## src/rtl/oflow_fe_pkg.sv

```systemverilog
// rtl/oflow_fe_pkg.sv - shared widths, bbox/record layouts and FSM states for the oflow feature stage
package oflow_fe_pkg;

  localparam int CM_LEN    = 11;
  localparam int WH_LEN    = 8;
  localparam int COLOR_LEN = 24;
  localparam int DHIST_LEN = 3;
  localparam int FRAME_W   = 1280;
  localparam int FRAME_H   = 720;
  localparam int MAX_BBOX  = 32;

  localparam int BBOX_LEN  = 2*CM_LEN + 2*WH_LEN + 2*COLOR_LEN + DHIST_LEN;
  localparam int ID_W      = $clog2(MAX_BBOX);

  typedef struct packed {
    logic [CM_LEN-1:0]    x_tl;
    logic [CM_LEN-1:0]    y_tl;
    logic [WH_LEN-1:0]    w;
    logic [WH_LEN-1:0]    h;
    logic [COLOR_LEN-1:0] color1;
    logic [COLOR_LEN-1:0] color2;
    logic [DHIST_LEN-1:0] d_hist;
  } bbox_t;

  typedef struct packed {
    logic [CM_LEN-1:0]    x_cm;
    logic [CM_LEN-1:0]    y_cm;
    logic [CM_LEN-1:0]    x_tl;
    logic [CM_LEN-1:0]    y_tl;
    logic [CM_LEN-1:0]    x_br;
    logic [CM_LEN-1:0]    y_br;
    logic [WH_LEN-1:0]    w;
    logic [WH_LEN-1:0]    h;
    logic [COLOR_LEN-1:0] color1;
    logic [COLOR_LEN-1:0] color2;
    logic [DHIST_LEN-1:0] d_hist;
    logic [ID_W-1:0]      id;
    logic                 clipped;
    logic                 last;
  } fe_rec_t;

  typedef enum logic [1:0] {S_IDLE, S_FRAME, S_OVF} fe_state_e;

endpackage

```

## src/rtl/oflow_fe_stream_if.sv

```systemverilog
// rtl/oflow_fe_stream_if.sv - bbox input stream, feature record output stream and frame status
// OFLOW_FE_AREA_EN adds the area signal.
interface oflow_fe_stream_if;
  import oflow_fe_pkg::*;

  logic                   in_valid;
  logic                   in_ready;
  logic [BBOX_LEN-1:0]    in_bbox;
  logic                   in_last;
  logic                   out_valid;
  logic                   out_ready;
  logic [2*CM_LEN-1:0]    out_cm;
  logic [4*CM_LEN-1:0]    out_position;
  logic [2*WH_LEN-1:0]    out_wh;
  logic [2*COLOR_LEN-1:0] out_color;
  logic [DHIST_LEN-1:0]   out_dhist;
  logic [ID_W-1:0]        out_bbox_id;
  logic                   out_clipped;
  logic                   out_last;
  logic                   frame_done;
  logic [ID_W:0]          frame_cnt;
  logic                   ovf_err;
`ifdef OFLOW_FE_AREA_EN
  logic [2*WH_LEN-1:0]    area;
`endif

  modport slave (
    input  in_valid, in_bbox, in_last, out_ready,
    output in_ready, out_valid, out_cm, out_position, out_wh, out_color, out_dhist,
           out_bbox_id, out_clipped, out_last, frame_done, frame_cnt, ovf_err
`ifdef OFLOW_FE_AREA_EN
    , output area
`endif
  );

  modport master (
    output in_valid, in_bbox, in_last, out_ready,
    input  in_ready, out_valid, out_cm, out_position, out_wh, out_color, out_dhist,
           out_bbox_id, out_clipped, out_last, frame_done, frame_cnt, ovf_err
`ifdef OFLOW_FE_AREA_EN
    , input area
`endif
  );

endinterface

```

## src/rtl/oflow_fe_clip.sv

```systemverilog
// rtl/oflow_fe_clip.sv - one axis: saturate bottom-right at LIMIT-1 and compute the centre of mass
module oflow_fe_clip
  import oflow_fe_pkg::*;
#(
  parameter int LIMIT = FRAME_W
) (
  input  logic [CM_LEN-1:0] tl,
  input  logic [CM_LEN:0]   sum,
  output logic [CM_LEN-1:0] br,
  output logic [CM_LEN-1:0] cm,
  output logic              clipped
);

  localparam logic [CM_LEN:0] MAX_C = (CM_LEN+1)'(LIMIT - 1);

  logic [CM_LEN:0] cm_sum;

  always_comb begin
    clipped = (sum > MAX_C);
    br      = clipped ? CM_LEN'(MAX_C) : sum[CM_LEN-1:0];
    // The sum keeps its carry so the halved result is exact before truncation.
    cm_sum  = {1'b0, tl} + {1'b0, br};
    cm      = CM_LEN'(cm_sum >> 1);
  end

endmodule

```

## src/rtl/oflow_fe_stream.sv

```systemverilog
// rtl/oflow_fe_stream.sv - bbox feature extraction: 2-stage backpressured pipeline with frame/overflow tracking
// OFLOW_FE_AREA_EN adds the registered w*h area output.
module oflow_fe_stream
  import oflow_fe_pkg::*;
(
  input  logic             clk,
  input  logic             reset,
  oflow_fe_stream_if.slave bus
);

  bbox_t             in_b;
  logic              accept;
  logic              adv2;
  logic              fwd;
  logic              ovf_done;
  logic              hs_last;

  fe_state_e         state, state_nxt;
  logic [ID_W-1:0]   id_cnt, id_nxt;
  logic              ovf_err_q, ovf_nxt;

  logic              s1_valid;
  bbox_t             s1_b;
  logic [CM_LEN:0]   s1_x_sum, s1_y_sum;
  logic [ID_W-1:0]   s1_id;
  logic              s1_last;

  logic              out_valid_q;
  fe_rec_t           out_rec, rec_nxt;

  logic [CM_LEN-1:0] x_br, y_br, x_cm, y_cm;
  logic              x_clip, y_clip;

  assign in_b         = bbox_t'(bus.in_bbox);
  assign adv2         = !out_valid_q || bus.out_ready;
  assign bus.in_ready = !s1_valid || adv2;
  assign accept       = bus.in_valid && bus.in_ready;

  always_comb begin
    state_nxt = state;
    id_nxt    = id_cnt;
    ovf_nxt   = ovf_err_q;
    fwd       = 1'b0;
    ovf_done  = 1'b0;
    if (accept) begin
      unique case (state)
        S_IDLE, S_FRAME: begin
          fwd = 1'b1;
          if (state == S_IDLE) ovf_nxt = 1'b0;
          if (bus.in_last) begin
            state_nxt = S_IDLE;
            id_nxt    = '0;
          end else if (id_cnt == ID_W'(MAX_BBOX - 1)) begin
            state_nxt = S_OVF;
          end else begin
            state_nxt = S_FRAME;
            id_nxt    = id_cnt + ID_W'(1);
          end
        end
        S_OVF: begin
          // Beats past the per-frame budget are swallowed until the frame closes.
          ovf_nxt = 1'b1;
          if (bus.in_last) begin
            state_nxt = S_IDLE;
            id_nxt    = '0;
            ovf_done  = 1'b1;
          end
        end
        default: state_nxt = S_IDLE;
      endcase
    end
  end

  always_ff @(posedge clk) begin
    if (reset) begin
      state       <= S_IDLE;
      id_cnt      <= '0;
      ovf_err_q   <= 1'b0;
      s1_valid    <= 1'b0;
      out_valid_q <= 1'b0;
      out_rec     <= '0;
    end else begin
      state     <= state_nxt;
      id_cnt    <= id_nxt;
      ovf_err_q <= ovf_nxt;
      if (bus.in_ready) s1_valid <= fwd;
      if (adv2) begin
        out_valid_q <= s1_valid;
        if (s1_valid) out_rec <= rec_nxt;
      end
    end
  end

  always_ff @(posedge clk) begin
    if (bus.in_ready) begin
      s1_b     <= in_b;
      s1_x_sum <= {1'b0, in_b.x_tl} + (CM_LEN+1)'(in_b.w);
      s1_y_sum <= {1'b0, in_b.y_tl} + (CM_LEN+1)'(in_b.h);
      s1_id    <= id_cnt;
      s1_last  <= bus.in_last;
    end
  end

  oflow_fe_clip #(.LIMIT(FRAME_W)) u_clip_x (
    .tl      (s1_b.x_tl),
    .sum     (s1_x_sum),
    .br      (x_br),
    .cm      (x_cm),
    .clipped (x_clip)
  );

  oflow_fe_clip #(.LIMIT(FRAME_H)) u_clip_y (
    .tl      (s1_b.y_tl),
    .sum     (s1_y_sum),
    .br      (y_br),
    .cm      (y_cm),
    .clipped (y_clip)
  );

  always_comb begin
    rec_nxt         = '0;
    rec_nxt.x_cm    = x_cm;
    rec_nxt.y_cm    = y_cm;
    rec_nxt.x_tl    = s1_b.x_tl;
    rec_nxt.y_tl    = s1_b.y_tl;
    rec_nxt.x_br    = x_br;
    rec_nxt.y_br    = y_br;
    rec_nxt.w       = s1_b.w;
    rec_nxt.h       = s1_b.h;
    rec_nxt.color1  = s1_b.color1;
    rec_nxt.color2  = s1_b.color2;
    rec_nxt.d_hist  = s1_b.d_hist;
    rec_nxt.id      = s1_id;
    rec_nxt.clipped = x_clip || y_clip;
    rec_nxt.last    = s1_last;
  end

  assign bus.out_valid    = out_valid_q;
  assign bus.out_cm       = {out_rec.x_cm, out_rec.y_cm};
  assign bus.out_position = {out_rec.x_tl, out_rec.y_tl, out_rec.x_br, out_rec.y_br};
  assign bus.out_wh       = {out_rec.w, out_rec.h};
  assign bus.out_color    = {out_rec.color1, out_rec.color2};
  assign bus.out_dhist    = out_rec.d_hist;
  assign bus.out_bbox_id  = out_rec.id;
  assign bus.out_clipped  = out_rec.clipped;
  assign bus.out_last     = out_rec.last;
  assign bus.ovf_err      = ovf_err_q;

  // Gated by reset so a frame torn down mid-flight never reports completion.
  assign hs_last        = out_valid_q && bus.out_ready && out_rec.last;
  assign bus.frame_done = !reset && (hs_last || ovf_done);
  assign bus.frame_cnt  = reset    ? '0 :
                          ovf_done ? (ID_W+1)'(MAX_BBOX) :
                          hs_last  ? ({1'b0, out_rec.id} + (ID_W+1)'(1)) : '0;

`ifdef OFLOW_FE_AREA_EN
  logic [2*WH_LEN-1:0] area_q;

  always_ff @(posedge clk) begin
    if (reset) begin
      area_q <= '0;
    end else if (adv2 && s1_valid) begin
      area_q <= (2*WH_LEN)'(s1_b.w) * (2*WH_LEN)'(s1_b.h);
    end
  end

  assign bus.area = area_q;
`endif

endmodule
```

## src/flat_wrapper.sv

```systemverilog
// flat-port wrapper written by rule: the top's interface ports become plain ports
module oflow_fe_stream_flat import oflow_fe_pkg::*;
  (clk, reset, bus_in_valid, bus_in_bbox, bus_in_last, bus_out_ready, bus_in_ready, bus_out_valid, bus_out_cm, bus_out_position, bus_out_wh, bus_out_color, bus_out_dhist, bus_out_bbox_id, bus_out_clipped, bus_out_last, bus_frame_done, bus_frame_cnt, bus_ovf_err);
  oflow_fe_stream_if bus_i ();
  input  logic clk;
  input  logic reset;
  input wire logic [$bits(bus_i.in_valid)-1:0] bus_in_valid;
  input wire logic [$bits(bus_i.in_bbox)-1:0] bus_in_bbox;
  input wire logic [$bits(bus_i.in_last)-1:0] bus_in_last;
  input wire logic [$bits(bus_i.out_ready)-1:0] bus_out_ready;
  output wire logic [$bits(bus_i.in_ready)-1:0] bus_in_ready;
  output wire logic [$bits(bus_i.out_valid)-1:0] bus_out_valid;
  output wire logic [$bits(bus_i.out_cm)-1:0] bus_out_cm;
  output wire logic [$bits(bus_i.out_position)-1:0] bus_out_position;
  output wire logic [$bits(bus_i.out_wh)-1:0] bus_out_wh;
  output wire logic [$bits(bus_i.out_color)-1:0] bus_out_color;
  output wire logic [$bits(bus_i.out_dhist)-1:0] bus_out_dhist;
  output wire logic [$bits(bus_i.out_bbox_id)-1:0] bus_out_bbox_id;
  output wire logic [$bits(bus_i.out_clipped)-1:0] bus_out_clipped;
  output wire logic [$bits(bus_i.out_last)-1:0] bus_out_last;
  output wire logic [$bits(bus_i.frame_done)-1:0] bus_frame_done;
  output wire logic [$bits(bus_i.frame_cnt)-1:0] bus_frame_cnt;
  output wire logic [$bits(bus_i.ovf_err)-1:0] bus_ovf_err;
  assign bus_i.in_valid = bus_in_valid;
  assign bus_i.in_bbox = bus_in_bbox;
  assign bus_i.in_last = bus_in_last;
  assign bus_i.out_ready = bus_out_ready;
  assign bus_in_ready = bus_i.in_ready;
  assign bus_out_valid = bus_i.out_valid;
  assign bus_out_cm = bus_i.out_cm;
  assign bus_out_position = bus_i.out_position;
  assign bus_out_wh = bus_i.out_wh;
  assign bus_out_color = bus_i.out_color;
  assign bus_out_dhist = bus_i.out_dhist;
  assign bus_out_bbox_id = bus_i.out_bbox_id;
  assign bus_out_clipped = bus_i.out_clipped;
  assign bus_out_last = bus_i.out_last;
  assign bus_frame_done = bus_i.frame_done;
  assign bus_frame_cnt = bus_i.frame_cnt;
  assign bus_ovf_err = bus_i.ovf_err;
  oflow_fe_stream u_core (.clk(clk), .reset(reset), .bus(bus_i));
endmodule
```

## config.mk

```make
export PLATFORM = sky130hd
export DESIGN_NAME = oflow_fe_stream_flat
export DESIGN_NICKNAME = d
export VERILOG_FILES = /design/src/rtl/oflow_fe_pkg.sv /design/src/rtl/oflow_fe_stream_if.sv /design/src/rtl/oflow_fe_clip.sv /design/src/rtl/oflow_fe_stream.sv /design/src/flat_wrapper.sv
export SDC_FILE = /design/constraint.sdc
export NUM_CORES = 1
export LEC_CHECK = 0
export ABC_CLOCK_PERIOD_IN_PS = 12630
export CORE_MARGIN = 4
export CORE_UTILIZATION = 54
export DETAILED_ROUTE_END_ITERATION = 16
export GPL_ROUTABILITY_DRIVEN = 0
export GPL_TIMING_DRIVEN = 0
export PLACE_DENSITY = 0.9
export SETUP_SLACK_MARGIN = 0.4
export SLEW_MARGIN = 40
export SYNTH_ARGS = -nofsm -noshare
export SYNTH_HDL_FRONTEND = slang
export SYNTH_SLANG_ARGS = --single-unit
```

## constraint.sdc

```tcl
create_clock -name clk -period 12.63 [get_ports clk]
set_input_delay 2.526 -clock clk [delete_from_list [all_inputs] [get_ports clk]]
set_output_delay 2.526 -clock clk [all_outputs]
set_load 0.03 [all_outputs]
```

**Word-level counts from Yosys, hierarchy flattened**

Cells that the tools add are included.

- Register bits: 269
- Input port bits: 94
- Output and inout port bits: 150
- Word-level logic and storage cells: 82

- $add $sub $neg: 6
- $lt $le $gt $ge: 2
- Equal/unequal tests: 6
- Multiplexer cells: 20
- Reductions and logical operators: 18

Operator list:

| cell | count |
|---|---|
| adder 11 x 11 -> 12 bit | 2 |
| adder 11 x 8 -> 12 bit | 2 |
| 2-to-1 mux 11 bit | 2 |
| 2-to-1 mux 6 bit | 3 |
| 2-to-1 mux 5 bit | 3 |
| greater-than comparator 12 x 10 -> 1 bit, second input constant | 1 |
| greater-than comparator 12 x 11 -> 1 bit, second input constant | 1 |
| one-hot mux 5 bit (2 select lines) | 1 |
| adder 5 x 1 -> 6 bit, second input constant | 1 |
| 2-to-1 mux 1 bit | 6 |
| 2-to-1 mux 2 bit | 3 |
| adder 5 x 1 -> 5 bit, second input constant | 1 |
| == test 5 bit, second input constant | 1 |
| logical AND 1 bit | 4 |
| logical OR 1 bit | 4 |
| one-hot mux 2 bit (2 select lines) | 1 |
| AND reduction 2 bit | 2 |
| AND reduction 4 bit | 1 |
| zero test 1 bit | 3 |
| != test 3 bit, second input constant | 1 |
| AND reduction 3 bit | 1 |
| == test 2 x 1 -> 1 bit, second input constant | 1 |
| == test 2 bit, second input constant | 1 |
| zero test 2 bit | 1 |
| 5 further kinds | 5 |

**Longest topological paths before layout**

Gate-level depths: netlist of run 1.

- Word-level depth: 7
- Gate-level depth with buffers: 12
- Gate-level depth less buffers: 12

**By module**

Synthesis of run 1 repeated with hierarchy kept, for this count alone.

- Cells, all modules: 1071
- Area total of the unflattened synthesis: 10876.7 um^2

By module, submodules not included:

| module | instances | cells an instance | area an instance (um^2) | sequential area each (um^2) |
|---|---|---|---|---|
| oflow_fe_stream | 1 | 906 | 9689.3 | 6576.3 |
| oflow_fe_clip (u_core.u_clip_y) | 1 | 87 | 620.6 | 0.0 |
| oflow_fe_clip (u_core.u_clip_x) | 1 | 78 | 566.8 | 0.0 |

**Worst setup path before layout of run 1**

Ideal clock, no wire load.

- Path type: input to output
- Start: in bus_out_ready
- End: out bus_frame_cnt[2]
- Arrival time: 7469 ps
- Setup slack: 2635 ps
- Stages on the path: 5
- Buffers on the path: 0
- Cell sequence: nand3b_1 -> and2_1 -> nand3_1 -> nand2b_1 -> nor2_1

- Longest elaborated chain between the ends: 6

RTL lines:

| item | RTL line | source |
|---|---|---|
| start, declared | flat_wrapper.sv:10 | `input wire logic [$bits(bus_i.out_ready)-1:0] bus_out_ready;` |
| logical OR 1 bit | oflow_fe_stream.sv:35 | `assign adv2 = !out_valid_q \|\| bus.out_ready;` |
| logical OR 1 bit | oflow_fe_stream.sv:36 | `assign bus.in_ready = !s1_valid \|\| adv2;` |
| logical AND 1 bit | oflow_fe_stream.sv:37 | `assign accept = bus.in_valid && bus.in_ready;` |
| 2-to-1 mux 1 bit | oflow_fe_stream.sv:45 | `if (accept) begin` |
| 2-to-1 mux 6 bit * | oflow_fe_stream.sv:153 | `ovf_done ? (ID_W+1)'(MAX_BBOX) :` |
| 2-to-1 mux 6 bit * | oflow_fe_stream.sv:152 | `assign bus.frame_cnt = reset ? '0 :` |
| end, declared | flat_wrapper.sv:22 | `output wire logic [$bits(bus_i.frame_cnt)-1:0] bus_frame_cnt;` |

Mark *: on every way between the ends. The rest lies on a longest branch, timed or not.

**Worst setup path after layout of run 1**

- Start: in bus_out_ready
- End: out bus_frame_cnt[1]

The elaborated chain is that of the path after synthesis.

==> parameters.txt, run 1 <==
Parameter                              Value

Outcome
  Run status ... complete, no violations

Route
  Initial detailed-routing violation count ... 637
  Total number of vias ... 9097
  Routed length per instance ... 18.8 um
  Post-DR vias/cell ... between 5 and 6
  Number of detailed-route iterations in the first pass ... 5
  Drt drc ... 0
  Number of nets with antenna violations after detailed routing ... 0
  Drt total wl ... 30800 um

Yosys
  Cell type contributing the most total cell area after synthesis ... sky130_fd_sc_hd__edfxtp_1
  Fraction of the yosys area taken by sequential cells ... 60.7%
  Share of the synthesized area in the top cell type ... 33.0%
  Most frequently used flop master after synthesis ... sky130_fd_sc_hd__dfxtp_1
  Synthesized area divided by synthesized cell count ... 10.2 um2
  Async set or reset register ratio after synthesis ... 0%
  Yosys warning count ... 0
  Post-synth cell types ... 58
  Number of flops mapped to enable cells by yosys ... 119
  Post-synthesis net count ... 1200
  Register bit count reported by yosys ... 269
  Count of mapped cells out of synthesis ... 1063
  Post-Synthesis Cell Area ... 10800 um2
  Leading post-synthesis cells by cell area ... sky130_fd_sc_hd__edfxtp_1, sky130_fd_sc_hd__dfxtp_1, sky130_fd_sc_hd__nand2_1

Layout
  Proportion of layout cells with a drive suffix above 1 ... 4.97%
  Count of filler cells inserted in the layout ... about 1300
  N_diodes ... 0
  Final core occ ... around three quarters
  Count of nets after finishing ... approximately 1500
  Synthesis-to-finish area growth ... 35.0%

Die
  Area of the core ... between 15000 and 20000 um2
  Count of boundary I/O pins ... between 200 and 250
  Full die area ... 22400 um2
  Die height ... about 150 um
  Row count ... 51
  Die width ... 150 um
  Starting Density ... 55.3%

STA
  Slew HR ... 51.7%
  Period utilization ... 59.4%
  Summed negative setup slack over all endpoints ... 0 ns
  Least-Margin Pin Slew ... about 0.72 ns
  Count of endpoints failing hold in the final timing report ... 0
  Time the final worst path needs with I/O delays and setup ... ~7.5 ns
  Final-report max-slew violation count ... 0
  Highest achievable clock rate ... around 130 MHz
  Hold_ws ... 0.452 ns
  Setup repair after global routing missed its margin ... false
  Setup Viol. Count Final ... 0
  Max Clock Skew ... between 0.015 and 0.02 ns

Job
  Maximum capacitance violations ... 0

Worst setup path
  FF-to-FF Start ... u_core.s1_y_sum[5]
  Required time of the critical path ... 10.10 ns
  Gate family responsible for the most delay along the worst path ... buffers and inverters
  Startpoint of the worst setup timing path ... bus_out_ready
  CP Max Fanout ... 12
  Kind of end point of the critical path ... primary output
  Setup CP Type ... in -> out
  Register-to-Register Path Depth ... 11
  Worst reg-to-reg setup slack ... roughly 9.2 ns
  Biggest cell delay along the critical path ... 0.70 ns
  Cell repeated most along the worst path ... sky130_fd_sc_hd__clkdlybuf4s50_1
  Critical path startpoint category ... primary input
  Worst path buffer plus inverter count ... 4
  Standard cell with the maximum stage delay on the critical path ... sky130_fd_sc_hd__clkdlybuf4s50_1
  Critical-path cell list ... clkdlybuf4s50_1 -> nand3b_1 -> buf_4 -> buf_8 -> and2_1 -> nand3_1 -> nand2b_1 -> nor2_1 -> clkdlybuf4s50_1
  Logic depth of the worst setup path including buffers ... 9
  Arrival time of data at the critical path endpoint ... 4.98 ns

Clock tree
  Clock Pin Slew Worst Setup and Hold Paths ... ~0.060 ns
  Number of buffers added to fix hold violations after cts ... 0
  Root buffer selected by CTS ... sky130_fd_sc_hd__clkbuf_16
  Skew-Pair Late Insertion Delay ... 0.54 ns
  Number of buffers added for setup after CTS ... 0
  Number of clock sinks ... 269
  Inserted Clock Buffers ... 27
  CTS tree ... done
  Largest buffer count on any clock path ... 3
  Cells resized by post-CTS repair ... 0
  H-tree Lvls ... 1

Pwr
  Static power due to leakage ... 5.50 nW
  Total chip power ... between 2 and 2.5 mW
  Largest voltage drop on the vdd net ... 0.119 mV
  Cell Pwr Density ... between 150 and 200 nW/um2

Worst hold path
  Hold Crit Start ... u_core.bus.out_color[21]
  Type of the tightest min-delay check ... reg -> reg
  Number of stages on the worst hold path ... 2

Placement
  PortBufs ... 242
  Placed wire-length estimate ... between 20000 and 25000 um

GRT
  Total GRT Usage ... 27.1%
  Initial antenna violation count ... 1
  Number of global-route vias before repair ... 9042
  First-pass GRT wire length ... between 40000 and 50000 um
  Maximum number of pins on one net before global-route repair ... 16
  GRT overflow ... 0
## routing by layer
metal / GRT usage (%) / routed length [um] / up-vias
met5: 0 / 13 / -
met4: 7.50 / 970 / 2
met3: 7.63 / 3310 / 89
met2: 47.4 / 15000 / 469
met1: 33.0 / 11500 / 4293
li1: - / - / 4244
## state kept, by name, summed over array words and instances (netlist names)
name / count
u_core.rec_nxt: 89
u_core.bus.out_color: 48
u_core.bus.out_position: 44
u_core.bus.out_cm: 22
u_core.bus.out_wh: 16
u_core.s1_x_sum: 12
u_core.s1_y_sum: 12
u_core.bus.out_bbox_id: 5
u_core.id_cnt: 5
u_core.s1_id: 5
u_core.bus.out_dhist: 3
u_core.state: 2
u_core.bus.out_clipped: 1
u_core.bus.out_last: 1
u_core.bus.out_valid: 1
u_core.bus.ovf_err: 1
u_core.s1_last: 1
u_core.s1_valid: 1
## kinds of logic after synthesis
family | after synthesis | synth area share (%)
and+or+nand+nor | 415 | 16.7
DFF | 269 | 60.7
AOI/OAI and AO/OA | 218 | 11.6
buffers and inverters | 81 | 2.85
adders and majority gates | 43 | 5.24
xor gates and xnor gates | 32 | 2.59
muxes | 4 | 0.369
other | 1 | 0.0346
## worst paths after layout
path	end
setup / recovery	bus_frame_cnt[1]
hold / removal	u_core.bus.out_color[21]
setup reg to reg	u_core.bus.out_cm[10]
hold reg to reg	u_core.bus.out_color[21]
## metrics by stage
stage          cells  worst slack, ns  instance area, um2
2_1_floorplan   1063             2.63               10800
3_3_place_gp    1570            0.292               13600
4_1_cts         1633             5.14               14600
5_1_grt         1633             5.03               14600
6_report        1633             5.12               14600
3_5_place_dp    1584             5.16               13700
## area by class of cell
type	count	area, um2	area share (%)
Multi-Input combinational cell	713	3960	27.0
Sequential cell	269	6580	44.9
Tap cell	265	332	2.27
Inverter	29	109	0.744
Timing Repair Buffer	256	2550	17.5
Clock inverter	12	161	1.10
Clock buffer	37	743	5.08
Buffer	52	201	1.38
## report_power, final
group	switching, mW	internal, mW	leakage (nW)
sequential	0.0333	0.972	2.49
clock	0.333	0.493	0.445
combinational	0.229	0.163	2.56
total	0.595	1.63	5.50
## cells in the final DEF, fill, tap and decap left out, drive strengths merged, types with 10 or more instances in the layout
| master | instances |
|---|---|
| nand3 | 15 |
| a21oi | 140 |
| a21o | 10 |
| dfxtp | 150 |
| inv | 31 |
| and2 | 10 |
| nor2 | 68 |
| buf | 19 |
| xor2 | 12 |
| nand2b | 15 |
| ha | 39 |
| clkdlybuf4s50 | 242 |
| edfxtp | 119 |
| xnor2 | 20 |
| nor3 | 23 |
| clkbuf | 84 |
| nand2 | 239 |
| o21ai | 23 |
## synth_stat cells (5+ instances only)
cell type and count:
sky130_fd_sc_hd__a211oi_1 8, sky130_fd_sc_hd__a21o_1 10, sky130_fd_sc_hd__a21oi_1 140, sky130_fd_sc_hd__a31oi_1 5, sky130_fd_sc_hd__and2_1 9, sky130_fd_sc_hd__and3_1 5
sky130_fd_sc_hd__clkbuf_1 47, sky130_fd_sc_hd__dfxtp_1 150, sky130_fd_sc_hd__edfxtp_1 119, sky130_fd_sc_hd__ha_1 39, sky130_fd_sc_hd__inv_1 29, sky130_fd_sc_hd__nand2_1 239
sky130_fd_sc_hd__nand2b_1 15, sky130_fd_sc_hd__nand3_1 15, sky130_fd_sc_hd__nand4_1 7, sky130_fd_sc_hd__nor2_1 68, sky130_fd_sc_hd__nor2b_1 8, sky130_fd_sc_hd__nor3_1 23
sky130_fd_sc_hd__o21a_1 5, sky130_fd_sc_hd__o21ai_0 21, sky130_fd_sc_hd__or2_2 7, sky130_fd_sc_hd__xnor2_1 20, sky130_fd_sc_hd__xor2_1 12
## worst min-delay path: cells and delay by family (launching register included)
family             cells  cell delay, ns
and+or+nand+nor        1            0.05
DFF                    1            0.31
AOI/OAI and AO/OA      1            0.05
Power figures use the tool's default switching activity.
==> run 2, diff against run 1 <==
--- a/config.mk
+++ b/config.mk
@@ -5,13 +5,13 @@
 export SDC_FILE = /design/constraint.sdc
 export NUM_CORES = 1
 export LEC_CHECK = 0
-export ABC_CLOCK_PERIOD_IN_PS = 12630
+export ABC_CLOCK_PERIOD_IN_PS = 6100
 export CORE_MARGIN = 4
-export CORE_UTILIZATION = 54
+export CORE_UTILIZATION = 46
 export DETAILED_ROUTE_END_ITERATION = 16
 export GPL_ROUTABILITY_DRIVEN = 0
 export GPL_TIMING_DRIVEN = 0
-export PLACE_DENSITY = 0.9
+export PLACE_DENSITY = 0.82
 export SETUP_SLACK_MARGIN = 0.4
 export SLEW_MARGIN = 40
 export SYNTH_ARGS = -nofsm -noshare
==> constraint.sdc (replaced) <==
create_clock -name clk -period 6.1 [get_ports clk]
set_input_delay 1.22 -clock clk [delete_from_list [all_inputs] [get_ports clk]]
set_output_delay 1.22 -clock clk [all_outputs]
set_load 0.03 [all_outputs]
==> parameters.txt, run 2 (synthesis gave the netlist of run 1 again) <==
Parameter                              Value

Worst setup path
  Cell repeated most along the worst path ... sky130_fd_sc_hd__clkdlybuf4s50_1
  Arrival time of data at the critical path endpoint ... 3.52 ns (-1.46 ns)
  Setup CP Type ... in -> out
  Critical path startpoint category ... primary input
  Biggest cell delay along the critical path ... 0.67 ns (-0.03 ns)
  Critical-path cell list ... clkdlybuf4s50_1 -> nand3b_1 -> buf_6 -> and2_1 -> nand3_2 -> nand2b_4 -> nor2_4 -> clkdlybuf4s50_1
  Kind of end point of the critical path ... primary output
  CP Max Fanout ... 10 (-2)
  Standard cell with the maximum stage delay on the critical path ... sky130_fd_sc_hd__clkdlybuf4s50_1
  Required time of the critical path ... 4.88 ns (-5.22 ns)

GRT
  Initial antenna violation count ... 0 (-1)
  Maximum number of pins on one net before global-route repair ... 15 (-1)
  First-pass GRT wire length ... 46900 um (-2.4%)
  Total GRT Usage ... 22.4% (-4.8 points)
  Number of global-route vias before repair ... 8738 (-3.4%)
  GRT overflow ... 0 (unchanged)

Route
  Drt total wl ... 30300 um (-1.7%)
  Post-DR vias/cell ... 5.26 (-5.7%)
  Number of detailed-route iterations in the first pass ... 6 (+1)
  Initial detailed-routing violation count ... 776 (+22%)
  Number of nets with antenna violations after detailed routing ... 0 (unchanged)
  Drt drc ... 0 (unchanged)
  Total number of vias ... 8840 (-2.8%)
  Routed length per instance ... 18.0 um (-4.5%)

Die
  Die height ... 162 um (+7.9%)
  Full die area ... 26100 um2 (+16%)
  Starting Density ... 47.3% (-8.0 points)
  Row count ... 55 (+7.8%)
  Count of boundary I/O pins ... 244 (unchanged)
  Die width ... 162 um (+7.9%)
  Area of the core ... 22900 um2 (+17%)

Clock tree
  Largest buffer count on any clock path ... 3 (unchanged)
  Number of clock sinks ... 269 (unchanged)
  Clock Pin Slew Worst Setup and Hold Paths ... 0.06 ns (about the same)
  Root buffer selected by CTS ... sky130_fd_sc_hd__clkbuf_16
  H-tree Lvls ... 1 (unchanged)
  Number of buffers added for setup after CTS ... 0 (unchanged)
  Number of buffers added to fix hold violations after cts ... 0 (unchanged)
  Inserted Clock Buffers ... 28 (+3.7%)
  Skew-Pair Late Insertion Delay ... 0.54 ns (about the same)
  CTS tree ... done
  Cells resized by post-CTS repair ... 0 (unchanged)

STA
  Summed negative setup slack over all endpoints ... 0 ns (unchanged)
  Count of endpoints failing hold in the final timing report ... 0 (unchanged)
  Slew HR ... 47.5% (-4.2 points)
  Hold_ws ... 0.450 ns (-0.00121 ns)
  Period utilization ... 77.8%
  Highest achievable clock rate ... about 210 MHz
  Least-Margin Pin Slew ... 0.788 ns (+0.0634 ns)
  Setup Viol. Count Final ... 0 (unchanged)
  Worst setup slack after layout ... 1.36 ns (-3.77 ns)
  Max Clock Skew ... 0.0111 ns (-0.00723 ns)
  Setup repair after global routing missed its margin ... false
  Final-report max-slew violation count ... 0 (unchanged)
  Time the final worst path needs with I/O delays and setup ... 4.74 ns

Pwr
  Largest voltage drop on the vdd net ... 0.186 mV (+56%)
  Static power due to leakage ... 5.50 nW (about the same)
  Cell Pwr Density ... 308 nW/um2 (+100%)

Layout
  Commonest non-fill, non-tap cell in the layout ... sky130_fd_sc_hd__clkdlybuf4s50_1
  Non-Filler Cell Area, Final ... 14700 um2 (+0.62%)
  Count of filler cells inserted in the layout ... 1813 (+35%)
  Synthesis-to-finish area growth ... 35.8%
  N_diodes ... 0 (unchanged)
  Count of non-filler cells in the finished layout ... 1682 (+3.0%)
  Count of nets after finishing ... 1484 (-0.067%)
  Proportion of layout cells with a drive suffix above 1 ... 5.48% (+0.51 points)
  Max reg flops ... 89 (unchanged)
  Most frequent cells in the layout ... sky130_fd_sc_hd__clkdlybuf4s50_1, sky130_fd_sc_hd__nand2_1, sky130_fd_sc_hd__dfxtp_1

Worst hold path
  Type of the tightest min-delay check ... reg -> reg

Placement
  Pre-CTS setup slack ... 1.40 ns (-3.75 ns)
  Post-detailed-placement cell area ... 13800 um2 (+0.69%)
  Placed wire-length estimate ... 22500 um (+0.50%)
  Cell count after placement ... 1630 (+2.9%)
  PortBufs ... 242 (unchanged)

Outcome
  Run status ... complete, no violations

Job
  Maximum capacitance violations ... 0 (unchanged)
run 2: worst paths after layout:
check | from | end | slack, ns | depth (start not counted)
worst max-delay path | bus_out_ready | bus_frame_cnt[0] | 1.36 | 8
worst min-delay path | u_core.bus.out_position[30] | u_core.bus.out_position[30] | 0.45 | 2
worst max register to register | u_core.s1_x_sum[9] | u_core.bus.out_cm[19] | 2.84 | 10
worst min register to register | u_core.bus.out_position[30] | u_core.bus.out_position[30] | 0.45 | 2
run 2: power breakdown:
group	internal, mW	switching, mW	leakage [nW]
combinational	0.337	0.466	2.56
clock	0.971	0.675	0.449
sequential	2.01	0.0690	2.49
total	3.32	1.21	5.50
run 2: per-stage QoR:
step           total power [mW]  utilization (%)
2_1_floorplan              2.59                -
3_3_place_gp               2.89             59.8
3_5_place_dp               2.91             60.3
4_1_cts                    4.55             64.3
5_1_grt                    4.72             64.3
6_report                   4.53             64.3
run 2: routing by layer:
layer | global-route usage [%] | routed length, um | vias up
met5 | 0 | 0 | -
met4 | 7.60 | 922 | 0
met3 | 4.59 | 2200 | 58
met2 | 39.0 | 14900 | 337
met1 | 27.7 | 12200 | 4199
li1 | - | - | 4246
run 2: cell type report:
cell class              instances  area, um2  share of cell area [%]
flip-flops and latches        269       6580                    44.7
multi-input cells             713       4010                    27.2
repair buffers                254       2540                    17.2
clock buffers                  46        871                    5.91
well taps                     313        392                    2.66
plain buffers                  52        200                    1.36
inverters                      29        109                   0.739
clock inverters                 6       31.3                   0.212
run 2: worst max-delay path: cells and delay by family:
| family | cells | cell delay, ns |
|---|---|---|
| buffers and inverters | 3 | 1.39 |
| and+or+nand+nor | 5 | 0.92 |
==> run 3, diff against run 2 <==
--- a/config.mk
+++ b/config.mk
@@ -5,7 +5,7 @@
 export SDC_FILE = /design/constraint.sdc
 export NUM_CORES = 1
 export LEC_CHECK = 0
-export ABC_CLOCK_PERIOD_IN_PS = 6100
+export ABC_CLOCK_PERIOD_IN_PS = 4300
 export CORE_MARGIN = 4
 export CORE_UTILIZATION = 46
 export DETAILED_ROUTE_END_ITERATION = 16
==> constraint.sdc (replaced) <==
create_clock -name clk -period 4.3 [get_ports clk]
set_input_delay 0.86 -clock clk [delete_from_list [all_inputs] [get_ports clk]]
set_output_delay 0.86 -clock clk [all_outputs]
set_load 0.03 [all_outputs]
==> parameters.txt, run 3 (synthesis gave the netlist of run 1 again) <==
Parameter                              Value

GRT
  Number of global-route vias before repair ... 8657 (-0.93%)
  Maximum number of pins on one net before global-route repair ... 14 (-1)
  Total GRT Usage ... 22.0% (-0.36 points)
  Initial antenna violation count ... 0 (unchanged)
  GRT overflow ... 0 (unchanged)
  First-pass GRT wire length ... 46100 um (-1.9%)

Worst hold path
  Sink of the worst hold path ... u_core.bus.out_color[19]
  Type of the tightest min-delay check ... reg -> reg
  Hold Crit Start ... u_core.bus.out_color[19]
  Number of stages on the worst hold path ... 2 (unchanged)

Route
  Routed length per instance ... 17.8 um (-0.86%)
  Initial detailed-routing violation count ... 706 (-9.0%)
  Drt drc ... 0 (unchanged)
  Number of nets with antenna violations after detailed routing ... 0 (unchanged)
  Drt total wl ... 30000 um (-0.75%)
  Post-DR vias/cell ... 5.25 (-0.11%)
  Number of detailed-route iterations in the first pass ... 5 (-1)
  Total number of vias ... 8841 (+0.011%)

STA
  Period utilization ... between 80% and 90%
  Slew HR ... 48.3% (+0.84 points)
  Highest achievable clock rate ... 265 MHz
  Count of endpoints failing hold in the final timing report ... 0 (unchanged)
  Max Clock Skew ... 0.00982 ns (-0.00132 ns)
  Setup repair after global routing missed its margin ... false
  Time the final worst path needs with I/O delays and setup ... 3.77 ns
  Setup Viol. Count Final ... 0 (unchanged)
  Final-report max-slew violation count ... 0 (unchanged)
  Least-Margin Pin Slew ... 0.775 ns (-0.0125 ns)

Die
  Starting Density ... 47.3% (unchanged)
  Area of the core ... 22900 um2 (unchanged)
  Count of boundary I/O pins ... 244 (unchanged)
  Die width ... 162 um (unchanged)
  Die height ... 162 um (unchanged)
  Full die area ... 26100 um2 (unchanged)
  Row count ... 55 (unchanged)

Clock tree
  CTS tree ... done
  Largest buffer count on any clock path ... 3 (unchanged)
  Clock Pin Slew Worst Setup and Hold Paths ... 0.06 ns (about the same)
  Root buffer selected by CTS ... sky130_fd_sc_hd__clkbuf_16
  Number of clock sinks ... 269 (unchanged)
  Skew-Pair Late Insertion Delay ... 0.54 ns (about the same)
  H-tree Lvls ... 1 (unchanged)
  Inserted Clock Buffers ... 29 (+3.6%)

Layout
  Proportion of layout cells with a drive suffix above 1 ... 5.54% (+0.065 points)
  N_diodes ... 0 (unchanged)
  Count of nets after finishing ... 1486 (+0.13%)
  Non-Filler Cell Area, Final ... 14800 um2 (+0.59%)
  Synthesis-to-finish area growth ... 36.6%
  Commonest non-fill, non-tap cell in the layout ... sky130_fd_sc_hd__clkdlybuf4s50_1
  Max reg flops ... 89 (unchanged)
  Most frequent cells in the layout ... sky130_fd_sc_hd__clkdlybuf4s50_1, sky130_fd_sc_hd__nand2_1, sky130_fd_sc_hd__dfxtp_1

Worst setup path
  Kind of end point of the critical path ... primary output
  Critical path startpoint category ... primary input
  Worst reg-to-reg setup slack ... 1.08 ns (-1.76 ns)
  Setup CP Type ... in -> out
  CP Max Fanout ... 9 (-1)
  Register-to-Register Path Depth ... 11 (+1)
  FF-to-FF Start ... u_core.s1_y_sum[5]
  Capture instance of the worst register-to-register path ... u_core.bus.out_cm[7]
  Required time of the critical path ... 3.44 ns (-1.44 ns)
  Arrival time of data at the critical path endpoint ... 2.91 ns (-0.61 ns)

Pwr
  Static power due to leakage ... 5.57 nW (+1.4%)
  Share of power burned in combinational logic ... 17.2% (-0.5 points)
  Cell Pwr Density ... 447 nW/um2 (+45%)
  Clock Power Share ... 38.2% (+1.9 points)
  Reported net switching power ... 1.74 mW (+44%)
  Internal power contribution ... 4.88 mW (+47%)
  Sw Share ... 26.2% (-0.47 points)
  Total chip power ... 6.62 mW (+46%)
  Part of the power in registers ... 44.6% (-1.3 points)
  Largest voltage drop on the vdd net ... 0.294 mV (+58%)

Outcome
  Run status ... complete, no violations

Job
  Maximum capacitance violations ... 0 (unchanged)

Placement
  Post-detailed-placement cell area ... 13800 um2 (unchanged)
  PortBufs ... 242 (unchanged)
  Placed wire-length estimate ... 22300 um (-0.76%)
-- run 3: cell count changes in the layout (fill, tap and decap cells not counted), sizes merged --
| cell | change |
|---|---|
| clkdlybuf4s50 | -2 |
| clkbuf | -8 |
| inv | -1 |
| bufinv | +4 |
| clkinv | +6 |
| buf | +1 |
| dlymetal6s2s | +2 |
-- run 3: area by class of cell --
class / count / area, um2
fill: 1845 / 8110
sequential: 269 / 6580
multi-input combinational: 713 / 4010
timing repair buffer: 255 / 2550
clock buffer: 38 / 810
tap: 313 / 392
buffer: 52 / 200
clock inverter: 15 / 166
inverter: 29 / 109
-- run 3: per-stage QoR --
| stage | TNS, ns | worst slack, ns | instances | hold WS [ns] | util (%) |
|---|---|---|---|---|---|
| global placement | -428.70 | -4.60 | 1618 | 0.441 | 59.8 |
| global route | 0 | 0.438 | 1684 | 0.468 | 64.6 |
| finish | 0 | 0.525 | 1684 | 0.452 | 64.6 |
| detailed placement | 0 | 0.146 | 1630 | 0.446 | 60.3 |
| CTS | 0 | 0.507 | 1684 | 0.454 | 64.6 |
| floorplan | -132.43 | -1.97 | 1063 | 0.438 | - |
-- run 3: worst max-delay path, cell delays in order --
cell	delay, ns
sky130_fd_sc_hd__clkdlybuf4s50_1	0.45
sky130_fd_sc_hd__nand3b_1	0.21
sky130_fd_sc_hd__buf_6	0.17
sky130_fd_sc_hd__and2_1	0.19
sky130_fd_sc_hd__nand3_2	0.12
sky130_fd_sc_hd__nand2b_4	0.13
sky130_fd_sc_hd__nor2_4	0.11
sky130_fd_sc_hd__clkdlybuf4s50_1	0.67
-- run 3: how the worst max path moves through the flow --
stage	startpoint	endpoint	slack, ns	cells past startpoint
6_report	bus_out_ready	bus_frame_cnt[0]	0.53	8
5_1_grt	bus_out_ready	bus_frame_cnt[0]	0.44	8
4_1_cts	bus_out_ready	bus_frame_cnt[5]	0.51	7
3_5_place_dp	bus_out_ready	bus_frame_cnt[0]	0.15	8
3_3_place_gp	bus_out_ready	bus_frame_cnt[0]	-4.60	7
2_1_floorplan	bus_out_ready	bus_frame_cnt[0]	-1.97	5
-- run 3: metal layers --
metal / routed length, um / up-vias / part of all wire [%] / global-route usage (%)
met2: 14300 / 344 / 47 / 37.1
met1: 12500 / 4177 / 42 / 28.2
met5: 0 / - / 0 / 0
met4: 1020 / 0 / 3.4 / 7.99
met3: 2270 / 70 / 7.6 / 4.49
li1: - / 4250 / - / -
-- run 3: repair_timing --
| action | in CTS | in global routing |
|---|---|---|
| buffers inserted | 1 | 0 |
| hold buffers | 0 | 0 |
| endpoints found under the setup margin | 8 | 2 |
| resized for setup | 0 | 2 |
-- run 3: power groups by stage --
stage                     combinational, mW  sequential [mW]  clock [mW]
after detailed placement               1.13             3.00           0
after CTS                              1.14             2.95        2.56
after global routing                   1.23             2.97        2.67
after floorplan                       0.538             3.14           0
final                                  1.14             2.95        2.53
after global placement                 1.09             3.00           0
